**src/rtl/mem_port_arbiter_pkg.sv**
```systemverilog
// rtl/mem_port_arbiter_pkg.sv - shared types and defaults for the memory port arbiter
package mem_port_arbiter_pkg;

  localparam int unsigned DEF_MEM_BYTES  = 8192;
  localparam int unsigned DEF_TIMEOUT    = 15;
  localparam int unsigned DEF_STARVE_MAX = 3;

  typedef enum logic [1:0] {
    IDLE = 2'd0,
    BUSY = 2'd1,
    RESP = 2'd2
  } arb_state_e;

  typedef enum logic {
    FETCH  = 1'b0,
    MEMSTG = 1'b1
  } req_id_e;

  // A word access must fit entirely inside the memory.
  function automatic logic addr_legal(input logic [63:0] addr, input logic [63:0] mem_bytes);
    return addr <= (mem_bytes - 64'd8);
  endfunction

endpackage

```
**src/rtl/mem_port_arbiter_if.sv**
```systemverilog
// rtl/mem_port_arbiter_if.sv - requester and shared-memory signals of the arbiter
interface mem_port_arbiter_if;

  logic        f_req;
  logic [63:0] f_addr;
  logic        f_valid;
  logic [63:0] f_rdata;
  logic        f_error;

  logic        m_req;
  logic        m_we;
  logic [63:0] m_addr;
  logic [63:0] m_wdata;
  logic        m_valid;
  logic [63:0] m_rdata;
  logic        m_error;

  logic        mem_req;
  logic        mem_we;
  logic [63:0] mem_addr;
  logic [63:0] mem_wdata;
  logic        mem_rdy;
  logic [63:0] mem_rdata;

  logic        busy;

  // Arbiter side.
  modport slave (
    input  f_req, f_addr,
    output f_valid, f_rdata, f_error,
    input  m_req, m_we, m_addr, m_wdata,
    output m_valid, m_rdata, m_error,
    output mem_req, mem_we, mem_addr, mem_wdata,
    input  mem_rdy, mem_rdata,
    output busy
  );

  // Requester / memory side.
  modport master (
    output f_req, f_addr,
    input  f_valid, f_rdata, f_error,
    output m_req, m_we, m_addr, m_wdata,
    input  m_valid, m_rdata, m_error,
    input  mem_req, mem_we, mem_addr, mem_wdata,
    output mem_rdy, mem_rdata,
    input  busy
  );

endinterface

```
**src/rtl/arb_timeout_ctr.sv**
```systemverilog
// rtl/arb_timeout_ctr.sv - loadable up-counter with terminal-count flag
module arb_timeout_ctr #(
  parameter int unsigned WIDTH    = 4,
  parameter int unsigned TERMINAL = 15
) (
  input  logic             clk,
  input  logic             rst,
  input  logic             load,
  input  logic [WIDTH-1:0] load_val,
  input  logic             en,
  output logic             tc
);

  logic [WIDTH-1:0] cnt_q;
  logic [WIDTH-1:0] cnt_d;

  assign tc = (cnt_q == WIDTH'(TERMINAL));

  // Load wins over counting; the count holds once it reaches the terminal value.
  always_comb begin
    cnt_d = cnt_q;
    if (load) begin
      cnt_d = load_val;
    end else if (en && !tc) begin
      cnt_d = cnt_q + WIDTH'(1);
    end
  end

  // Count register.
  always_ff @(posedge clk or posedge rst) begin
    if (rst) begin
      cnt_q <= '0;
    end else begin
      cnt_q <= cnt_d;
    end
  end

endmodule

```
**src/rtl/mem_port_arbiter.sv**
```systemverilog
// rtl/mem_port_arbiter.sv - fetch / memory-stage arbiter for a single-port memory
module mem_port_arbiter
  import mem_port_arbiter_pkg::*;
#(
  parameter int unsigned MEM_BYTES  = DEF_MEM_BYTES,
  parameter int unsigned TIMEOUT    = DEF_TIMEOUT,
  parameter int unsigned STARVE_MAX = DEF_STARVE_MAX
) (
  input logic                 clk,
  input logic                 rst,
  mem_port_arbiter_if.slave   bus
);

  localparam int unsigned TW = $clog2(TIMEOUT + 1);
  localparam int unsigned SW = (STARVE_MAX > 0) ? $clog2(STARVE_MAX + 1) : 1;
  localparam logic [63:0]   MEM_BYTES_64 = 64'(MEM_BYTES);
  localparam logic [SW-1:0] STARVE_LIM   = SW'(STARVE_MAX);

  arb_state_e    state_q, state_d;
  req_id_e       id_q, id_d;
  logic          we_q, we_d;
  logic [63:0]   addr_q, addr_d;
  logic [63:0]   wdata_q, wdata_d;
  logic [63:0]   rdata_q, rdata_d;
  logic          err_q, err_d;
  logic [SW-1:0] starve_q, starve_d;

  logic          grant_mem;
  logic          tmr_load;
  logic          tmr_en;
  logic          tmr_tc;
  logic          in_busy;
  logic          in_resp;

  arb_timeout_ctr #(
    .WIDTH    (TW),
    .TERMINAL (TIMEOUT)
  ) u_timer (
    .clk      (clk),
    .rst      (rst),
    .load     (tmr_load),
    .load_val (TW'(1)),
    .en       (tmr_en),
    .tc       (tmr_tc)
  );

  // Arbitration, command latch and transaction sequencing.
  always_comb begin
    state_d   = state_q;
    id_d      = id_q;
    we_d      = we_q;
    addr_d    = addr_q;
    wdata_d   = wdata_q;
    rdata_d   = rdata_q;
    err_d     = err_q;
    starve_d  = starve_q;
    grant_mem = 1'b0;
    tmr_load  = 1'b0;
    tmr_en    = 1'b0;
    case (state_q)
      IDLE: begin
        if (!bus.f_req) begin
          starve_d = '0;
        end
        if (bus.f_req || bus.m_req) begin
          grant_mem = bus.m_req && !(bus.f_req && (starve_q == STARVE_LIM));
          if (grant_mem) begin
            id_d    = MEMSTG;
            we_d    = bus.m_we;
            addr_d  = bus.m_addr;
            wdata_d = bus.m_wdata;
            // Memory stage can only beat a waiting fetch below the limit, so this never overflows.
            if (bus.f_req) begin
              starve_d = starve_q + SW'(1);
            end
          end else begin
            id_d     = FETCH;
            we_d     = 1'b0;
            addr_d   = bus.f_addr;
            wdata_d  = '0;
            starve_d = '0;
          end
          rdata_d = '0;
          if (addr_legal(addr_d, MEM_BYTES_64)) begin
            err_d    = 1'b0;
            tmr_load = 1'b1;
            state_d  = BUSY;
          end else begin
            err_d   = 1'b1;
            state_d = RESP;
          end
        end
      end
      BUSY: begin
        tmr_en = 1'b1;
        if (bus.mem_rdy) begin
          rdata_d = bus.mem_rdata;
          err_d   = 1'b0;
          state_d = RESP;
        end else if (tmr_tc) begin
          rdata_d = '0;
          err_d   = 1'b1;
          state_d = RESP;
        end
      end
      RESP: begin
        state_d = IDLE;
      end
      default: begin
        state_d = IDLE;
      end
    endcase
  end

  // State and transaction registers.
  always_ff @(posedge clk or posedge rst) begin
    if (rst) begin
      state_q  <= IDLE;
      id_q     <= FETCH;
      we_q     <= 1'b0;
      addr_q   <= '0;
      wdata_q  <= '0;
      rdata_q  <= '0;
      err_q    <= 1'b0;
      starve_q <= '0;
    end else begin
      state_q  <= state_d;
      id_q     <= id_d;
      we_q     <= we_d;
      addr_q   <= addr_d;
      wdata_q  <= wdata_d;
      rdata_q  <= rdata_d;
      err_q    <= err_d;
      starve_q <= starve_d;
    end
  end

  assign in_busy = (state_q == BUSY);
  assign in_resp = (state_q == RESP);

  assign bus.busy      = (state_q != IDLE);
  assign bus.mem_req   = in_busy;
  assign bus.mem_we    = in_busy && we_q;
  assign bus.mem_addr  = in_busy ? addr_q  : '0;
  assign bus.mem_wdata = in_busy ? wdata_q : '0;

  assign bus.f_valid = in_resp && (id_q == FETCH);
  assign bus.f_rdata = bus.f_valid ? rdata_q : '0;
  assign bus.f_error = bus.f_valid && err_q;

  assign bus.m_valid = in_resp && (id_q == MEMSTG);
  assign bus.m_rdata = bus.m_valid ? rdata_q : '0;
  assign bus.m_error = bus.m_valid && err_q;

endmodule

```
**src/flat_wrapper.sv**
```systemverilog
// flat-port wrapper written by rule: the top's interface ports become plain ports
module mem_port_arbiter_flat import mem_port_arbiter_pkg::*;
#(
  parameter int unsigned MEM_BYTES  = DEF_MEM_BYTES,
  parameter int unsigned TIMEOUT    = DEF_TIMEOUT,
  parameter int unsigned STARVE_MAX = DEF_STARVE_MAX
)
  (clk, rst, bus_f_req, bus_f_addr, bus_f_valid, bus_f_rdata, bus_f_error, bus_m_req, bus_m_we, bus_m_addr, bus_m_wdata, bus_m_valid, bus_m_rdata, bus_m_error, bus_mem_req, bus_mem_we, bus_mem_addr, bus_mem_wdata, bus_mem_rdy, bus_mem_rdata, bus_busy);
  mem_port_arbiter_if bus_i ();
  input logic clk;
  input logic rst;
  input wire logic [$bits(bus_i.f_req)-1:0] bus_f_req;
  input wire logic [$bits(bus_i.f_addr)-1:0] bus_f_addr;
  output wire logic [$bits(bus_i.f_valid)-1:0] bus_f_valid;
  output wire logic [$bits(bus_i.f_rdata)-1:0] bus_f_rdata;
  output wire logic [$bits(bus_i.f_error)-1:0] bus_f_error;
  input wire logic [$bits(bus_i.m_req)-1:0] bus_m_req;
  input wire logic [$bits(bus_i.m_we)-1:0] bus_m_we;
  input wire logic [$bits(bus_i.m_addr)-1:0] bus_m_addr;
  input wire logic [$bits(bus_i.m_wdata)-1:0] bus_m_wdata;
  output wire logic [$bits(bus_i.m_valid)-1:0] bus_m_valid;
  output wire logic [$bits(bus_i.m_rdata)-1:0] bus_m_rdata;
  output wire logic [$bits(bus_i.m_error)-1:0] bus_m_error;
  output wire logic [$bits(bus_i.mem_req)-1:0] bus_mem_req;
  output wire logic [$bits(bus_i.mem_we)-1:0] bus_mem_we;
  output wire logic [$bits(bus_i.mem_addr)-1:0] bus_mem_addr;
  output wire logic [$bits(bus_i.mem_wdata)-1:0] bus_mem_wdata;
  input wire logic [$bits(bus_i.mem_rdy)-1:0] bus_mem_rdy;
  input wire logic [$bits(bus_i.mem_rdata)-1:0] bus_mem_rdata;
  output wire logic [$bits(bus_i.busy)-1:0] bus_busy;
  assign bus_i.f_req = bus_f_req;
  assign bus_i.f_addr = bus_f_addr;
  assign bus_f_valid = bus_i.f_valid;
  assign bus_f_rdata = bus_i.f_rdata;
  assign bus_f_error = bus_i.f_error;
  assign bus_i.m_req = bus_m_req;
  assign bus_i.m_we = bus_m_we;
  assign bus_i.m_addr = bus_m_addr;
  assign bus_i.m_wdata = bus_m_wdata;
  assign bus_m_valid = bus_i.m_valid;
  assign bus_m_rdata = bus_i.m_rdata;
  assign bus_m_error = bus_i.m_error;
  assign bus_mem_req = bus_i.mem_req;
  assign bus_mem_we = bus_i.mem_we;
  assign bus_mem_addr = bus_i.mem_addr;
  assign bus_mem_wdata = bus_i.mem_wdata;
  assign bus_i.mem_rdy = bus_mem_rdy;
  assign bus_i.mem_rdata = bus_mem_rdata;
  assign bus_busy = bus_i.busy;
  mem_port_arbiter #(.MEM_BYTES(MEM_BYTES), .TIMEOUT(TIMEOUT), .STARVE_MAX(STARVE_MAX)) u_core (.clk(clk), .rst(rst), .bus(bus_i));
endmodule
```
**config.mk**
```make
export PLATFORM = sky130hd
export DESIGN_NAME = mem_port_arbiter_flat
export DESIGN_NICKNAME = d
export VERILOG_FILES = /design/src/rtl/mem_port_arbiter_pkg.sv /design/src/rtl/mem_port_arbiter_if.sv /design/src/rtl/arb_timeout_ctr.sv /design/src/rtl/mem_port_arbiter.sv /design/src/flat_wrapper.sv
export SDC_FILE = /design/constraint.sdc
export NUM_CORES = 1
export LEC_CHECK = 0
export BUFFER_PORTS_ARGS = -buffer_cell sky130_fd_sc_hd__clkbuf_2
export CAP_MARGIN = 20
export CORE_AREA = 2 2 207 209
export CTS_CLUSTER_SIZE = 30
export DETAILED_ROUTE_END_ITERATION = 8
export DIE_AREA = 0 0 209 211
export GPL_TIMING_DRIVEN = 0
export HOLD_SLACK_MARGIN = 0.03
export SETUP_SLACK_MARGIN = 0.5
export SYNTH_ARGS = -nofsm -noshare
export SYNTH_HDL_FRONTEND = slang
export SYNTH_SLANG_ARGS = --single-unit
```
**constraint.sdc**
```tcl
create_clock -name clk -period 13.6 [get_ports clk]
set_clock_uncertainty 0.1 [all_clocks]
set_input_delay 2.72 -clock clk [delete_from_list [all_inputs] [get_ports clk]]
set_output_delay 2.72 -clock clk [all_outputs]
set_load 0.01 [all_outputs]
```
### After elaboration in Yosys (flattened, before gate mapping)

Cells that the tools add are included.

| word-level totals | value |
|---|---|
| register bits after elaboration | 203 |
| output and inout port bits | 263 |
| logic and storage cells | 71 |

| operators by class | value |
|---|---|
| add/sub/neg operators | 2 |
| magnitude comparators | 1 |
| equality and inequality tests | 6 |
| multiplexer cells | 34 |
| bitwise logic cells | 1 |
| reductions and logical operators | 18 |

Operators by type and width:

| kind | count |
|---|---|
| $mux 64 | 11 |
| $pmux 64 s2 | 1 |
| $le 64x13->1 const B | 1 |
| $mux 2 | 8 |
| $mux 1 | 10 |
| $logic_and 1x1->1 | 8 |
| $mux 4 | 2 |
| $reduce_bool 2->1 | 3 |
| $add 4x1->4 const B | 1 |
| $eq 2x2->1 const B | 2 |
| $eq 4x4->1 const B | 1 |
| $pmux 2 s2 | 1 |
| $reduce_and 2->1 | 2 |
| $ne 3x3->1 const B | 1 |
| $reduce_and 3->1 | 1 |
| $add 2x1->2 const B | 1 |
| $eq 2x1->1 const B | 1 |
| $logic_not 1->1 | 2 |
| $logic_not 2->1 | 1 |
| $ne 2x1->1 const B | 1 |
| $pmux 1 s2 | 1 |
| $logic_or 1x1->1 | 1 |
| $not 1->1 | 1 |

### Logic depth before layout (Yosys ltp)

| depth | value |
|---|---|
| depth after elaboration | 12 |
| mapped depth | 7 |
| gate-level depth less buffers | 6 |

### Hierarchy

From an unflattened synthesis, not the netlist that was laid out.

| second synthesis, totals | value |
|---|---|
| cell total of the unflattened synthesis | 1,036 |
| area, all modules | 9,998.3 um^2 |

By module, submodules not included:

| module | times used | cells each | area each (um^2) | seq. area each (um^2) |
|---|---|---|---|---|
| mem_port_arbiter | 1 | 1,010 | 9,755.6 | 4,979.8 |
| arb_timeout_ctr | 1 | 26 | 242.7 | 100.1 |

### Worst setup path before layout

Ideal clock, no wire load.

| timing path | value |
|---|---|
| path type | register -> output |
| start point | register u_core.state_q[0] |
| end point | output port bus_f_rdata[14] |
| arrival | 1,313 ps |
| required time | 10,780 ps |
| slack | 9,467 ps |
| cell stages (with the launch flop) | 5 |
| cell sequence | dfrtp_1 > nor3b_1 > clkbuf_1 > clkbuf_1 > and2_1 |

| between the ends | value |
|---|---|
| longest elaborated chain between the ends | 3 |

RTL lines:

| item | line | text |
|---|---|---|
| start: declaration | mem_port_arbiter.sv:19 | `arb_state_e state_q, state_d;` |
| start signal: assignment | mem_port_arbiter.sv:127 | `state_q <= state_d;` |
| $eq 2x2->1 | mem_port_arbiter.sv:139 | `assign in_resp = (state_q == RESP);` |
| $logic_and 1x1->1 | mem_port_arbiter.sv:147 | `assign bus.f_valid = in_resp && (id_q == FETCH);` |
| $mux 64 | mem_port_arbiter.sv:148 | `assign bus.f_rdata = bus.f_valid ? rdata_q : '0;` |
| end: declaration | flat_wrapper.sv:15 | `output wire logic [$bits(bus_i.f_rdata)-1:0] bus_f_rdata;` |

No other way between the ends.

### Worst setup path in the final report

| timing path | value |
|---|---|
| start point | register u_core.state_q[0] |
| end point | output port bus_mem_addr[47] |

| between the ends | value |
|---|---|
| longest elaborated chain between the ends | 2 |

RTL lines:

| item | line | text |
|---|---|---|
| $eq 2x1->1 | mem_port_arbiter.sv:138 | `assign in_busy = (state_q == BUSY);` |
| $mux 64 | mem_port_arbiter.sv:144 | `assign bus.mem_addr = in_busy ? addr_q : '0;` |
| end: declaration | flat_wrapper.sv:26 | `output wire logic [$bits(bus_i.mem_addr)-1:0] bus_mem_addr;` |

No other way between the ends.

==> impl_metrics.py <==
metrics = {
    "route": {
        "drt_iter0_drc": 566,
        "routed_wl_um": 42300,
        "drtPass1Iterations": 5,
        "routedWlPerCell_um": 19.8,
        "viasPerCell": 4.74,
        "routed-via-count": 10133,
        "route.detailed.drc": 0,
        "ant_nets": 0,
    },
    "synthesis": {
        "synth_top_area_frac": 0.509,
        "yosysMostFrequentCell": "and2_1",
        "synthTopCellsByCount": "260 x and2_1, 203 x dfrtp_1, 136 x nand2_1",
        "synth_area_sq_um": 9980,
        "ys_ff_latch": 203,
        "synthTopCellsByArea": "dfrtp_1 51%, and2_1 16%, a22o_1 11%, nand2_1 5.1%, a31oi_1 4.3%",
        "ys_seq_area_frac": 0.509,
        "syn_nets": 1296,
        "yosys_warnings": 0,
        "synthDistinctLibCells": 38,
        "synth_ff_type": "dfrtp_1",
        "synth.avg_cell_area_sq_um": 9.67,
        "synth_cells": 1032,
        "synth.largest_area_cell": "dfrtp_1",
        "async_flop_share": 1.00,
        "synth_edf_count": 0,
    },
    "floorplanning": {
        "initial_core_util": 0.239,
        "fp.coreArea_sq_um": 41800,
        "die_y_um": 211,
        "rows": 75,
        "ios": 525,
        "die_w_um": 209,
        "dieArea_sq_um": 44100,
    },
    "power_and_ir_drop": {
        "irDropWorstVdd_uv": 75.4,
        "power_density_nw_per_um2": 115,
        "leakage_nw": 7.46,
        "p_total_mw": 1.62,
    },
    "finish": {
        "fill_cells": 4414,
        "nets": 1848,
        "drive_gt1_frac": 0.385,
        "antenna_cells": 0,
        "syn2layout_area_growth_pct": 41.7,
        "stdcell_area_sq_um": 14100,
    },
    "critical_path": {
        "critPathLaunchType": "flip-flop",
        "crit_arrival_ns": 2.91,
        "ff2ff_path_depth": 6,
        "rr_endpoint": "u_core.addr_q[23]$_DFFE_PP0P_",
        "cp.depth": 6,
        "path_max_fanout": 10,
        "crit_chain": "nor2b_1 -> buf_2 -> clkbuf_1 -> clkbuf_1 -> and2_1 -> clkbuf_2",
        "worstSetupEndpointType": "output port",
        "reg2reg_from": "u_core.starve_q[0]$_DFFE_PP0P_",
        "endpoint": "bus_mem_addr[47]",
        "critPathMostFrequentCell": "clkbuf_1",
        "crit_family": "buffers and inverters",
        "required_ns": 10.78,
        "path_buf_inv": 4,
        "worst-setup-path-type": "reg2out",
        "startpoint": "u_core.state_q[0]$_DFFE_PP0P_",
        "ff2ff_setup_slack_ns": 11.24,
        "cpPeakStageDelay_ns": 0.71,
        "crit_slowest_cell": "clkbuf_1",
    },
    "global_route": {
        "grt-ovfl-total": 0,
        "grt_pass1_wl_um": 62700,
        "grt_pass1_vias": 10193,
        "antenna_found_initial": 2,
        "grtUsageTotal": 0.185,
        "grt_start_max_net_pins": 122,
    },
    "cts": {
        "cts_tree": "yes",
        "cts_num_sinks": 203,
        "htreeDepth": 1,
        "cts_buffer_depth": 3,
        "hold_buffers": 0,
        "cts.repair.resized": 0,
        "post_cts_buffers": 0,
        "clk_pin_slew_ns": 0.06,
        "clockRootBuffer": "clkbuf_16",
        "clkLatencyLatePin_ns": 0.54,
        "cts_made_buffers": 26,
    },
    "run": {
        "maxCapViolCount": 0,
    },
    "worst_hold_path": {
        "min_from": "u_core.starve_q[1]$_DFFE_PP0P_",
        "hold_path.class": "reg2reg",
    },
    "sta": {
        "hold_violations": 0,
        "setup_viol": 0,
        "relSlewSlack": 0.395,
        "drv_slew": 0,
        "tns_ns": 0,
        "rsz0062_at_grt": "no",
        "fin_crit_ns": 5.73,
        "fmax_ghz": 0.174,
        "post-route-period-util": 0.422,
        "worst_slew_pin_slew_ns": 0.908,
    },
    "placement": {
        "gp_congestion": 0.931,
        "hpwl_um": 33600,
        "place.port_buffers": 523,
        "dpl_cell_area_sq_um": 13300,
    },
    "status": {
        "status": "finished, final reports clean",
    },
}
-- logic make-up (layout without fill, tap and decap cells) --
logic type	after synthesis	after routing	synth area share
mux	3	3	0.00301
buf+inv	89	658	0.0402
flops	203	203	0.509
simple gates	525	525	0.279
fa+ha+maj	2	2	0.00251
compound gates	209	209	0.166
xor+xnor	1	1	0.000878
-- cell usage in the layout, fill, tap and decap left out, types with 2 or more instances in the layout --
master	n
clkbuf_2	523
and2_1	260
dfrtp_1	203
nand2_1	136
a22o_1	129
nor2_1	73
a31oi_1	69
clkbuf_1	45
buf_2	39
clkbuf_16	27
nor4_1	19
nand4_1	9
nor3_1	8
nand3_1	6
clkbuf_8	6
buf_4	5
buf_1	4
or4_1	3
mux2i_1	3
clkinv_2	3
o21ai_1	2
nand2b_1	2
a21o_1	2
a31o_1	2
ha_1	2
-- worst min path at each step --
stage / end / slack [ns] / cells after the start
floorplan: u_core.starve_q[1]$_DFFE_PP0P_ / 0.35 / 2
global placement: u_core.starve_q[1]$_DFFE_PP0P_ / 0.37 / 2
detailed placement: u_core.starve_q[1]$_DFFE_PP0P_ / 0.38 / 2
CTS: u_core.starve_q[1]$_DFFE_PP0P_ / 0.39 / 2
global route: u_core.wdata_q[29]$_DFFE_PP0P_ / 0.41 / 1
finish: u_core.starve_q[1]$_DFFE_PP0P_ / 0.39 / 2
-- state kept, by name (all words and copies together) (netlist names) --
register,count
u_core.addr_q,64
u_core.err_q,1
u_core.id_q,1
u_core.rdata_q,64
u_core.starve_q,2
u_core.state_q,2
u_core.u_timer.cnt_q,4
u_core.wdata_q,64
u_core.we_q,1
-- where the power goes --
| part | switching (mW) | internal (mW) | leakage (nW) |
|---|---|---|---|
| clock network | 0.270 | 0.412 | 0.414 |
| registers | 0.0355 | 0.672 | 2.58 |
| logic | 0.142 | 0.0919 | 4.47 |
-- per-stage QoR --
stage / hold slack [ns] / util / worst slack (ns) / cells
2_1_floorplan: 0.354 / - / 5.24 / 1032
3_3_place_gp: 0.370 / 0.318 / 2.52 / 2094
3_5_place_dp: 0.381 / 0.319 / 8.42 / 2095
4_1_cts: 0.394 / 0.339 / 7.82 / 2140
5_1_grt: 0.406 / 0.339 / 7.65 / 2140
6_report: 0.391 / 0.339 / 7.87 / 2140
-- layout make-up --
cell class | instances | area, sq um | area share
flip-flops and latches | 203 | 5080 | 0.359
multi-input cells | 740 | 4500 | 0.318
repair buffers | 524 | 2650 | 0.187
clock buffers | 40 | 785 | 0.0555
well taps | 539 | 674 | 0.0477
plain buffers | 86 | 390 | 0.0276
clock inverters | 5 | 53.8 | 0.00380
inverters | 3 | 18.8 | 0.00133
-- worst reg2reg max path: stages, from the launching register on --
cell and delay [ns]:
dfrtp_1 0.40, ha_1 0.23, a21boi_2 0.56, buf_2 0.37, buf_2 0.32, nand2_1 0.11, a31oi_1 0.19
-- routing by layer --
metal | vias to the layer above | share of wire | GRT usage
li1 | 4676 | - | -
met4 | 2 | 0.036 | 0.0736
met1 | 4933 | 0.42 | 0.237
met2 | 444 | 0.48 | 0.312
met5 | - | 0.00031 | 0
met3 | 78 | 0.062 | 0.0311
Note: power is estimated with default switching activity, not from simulation.
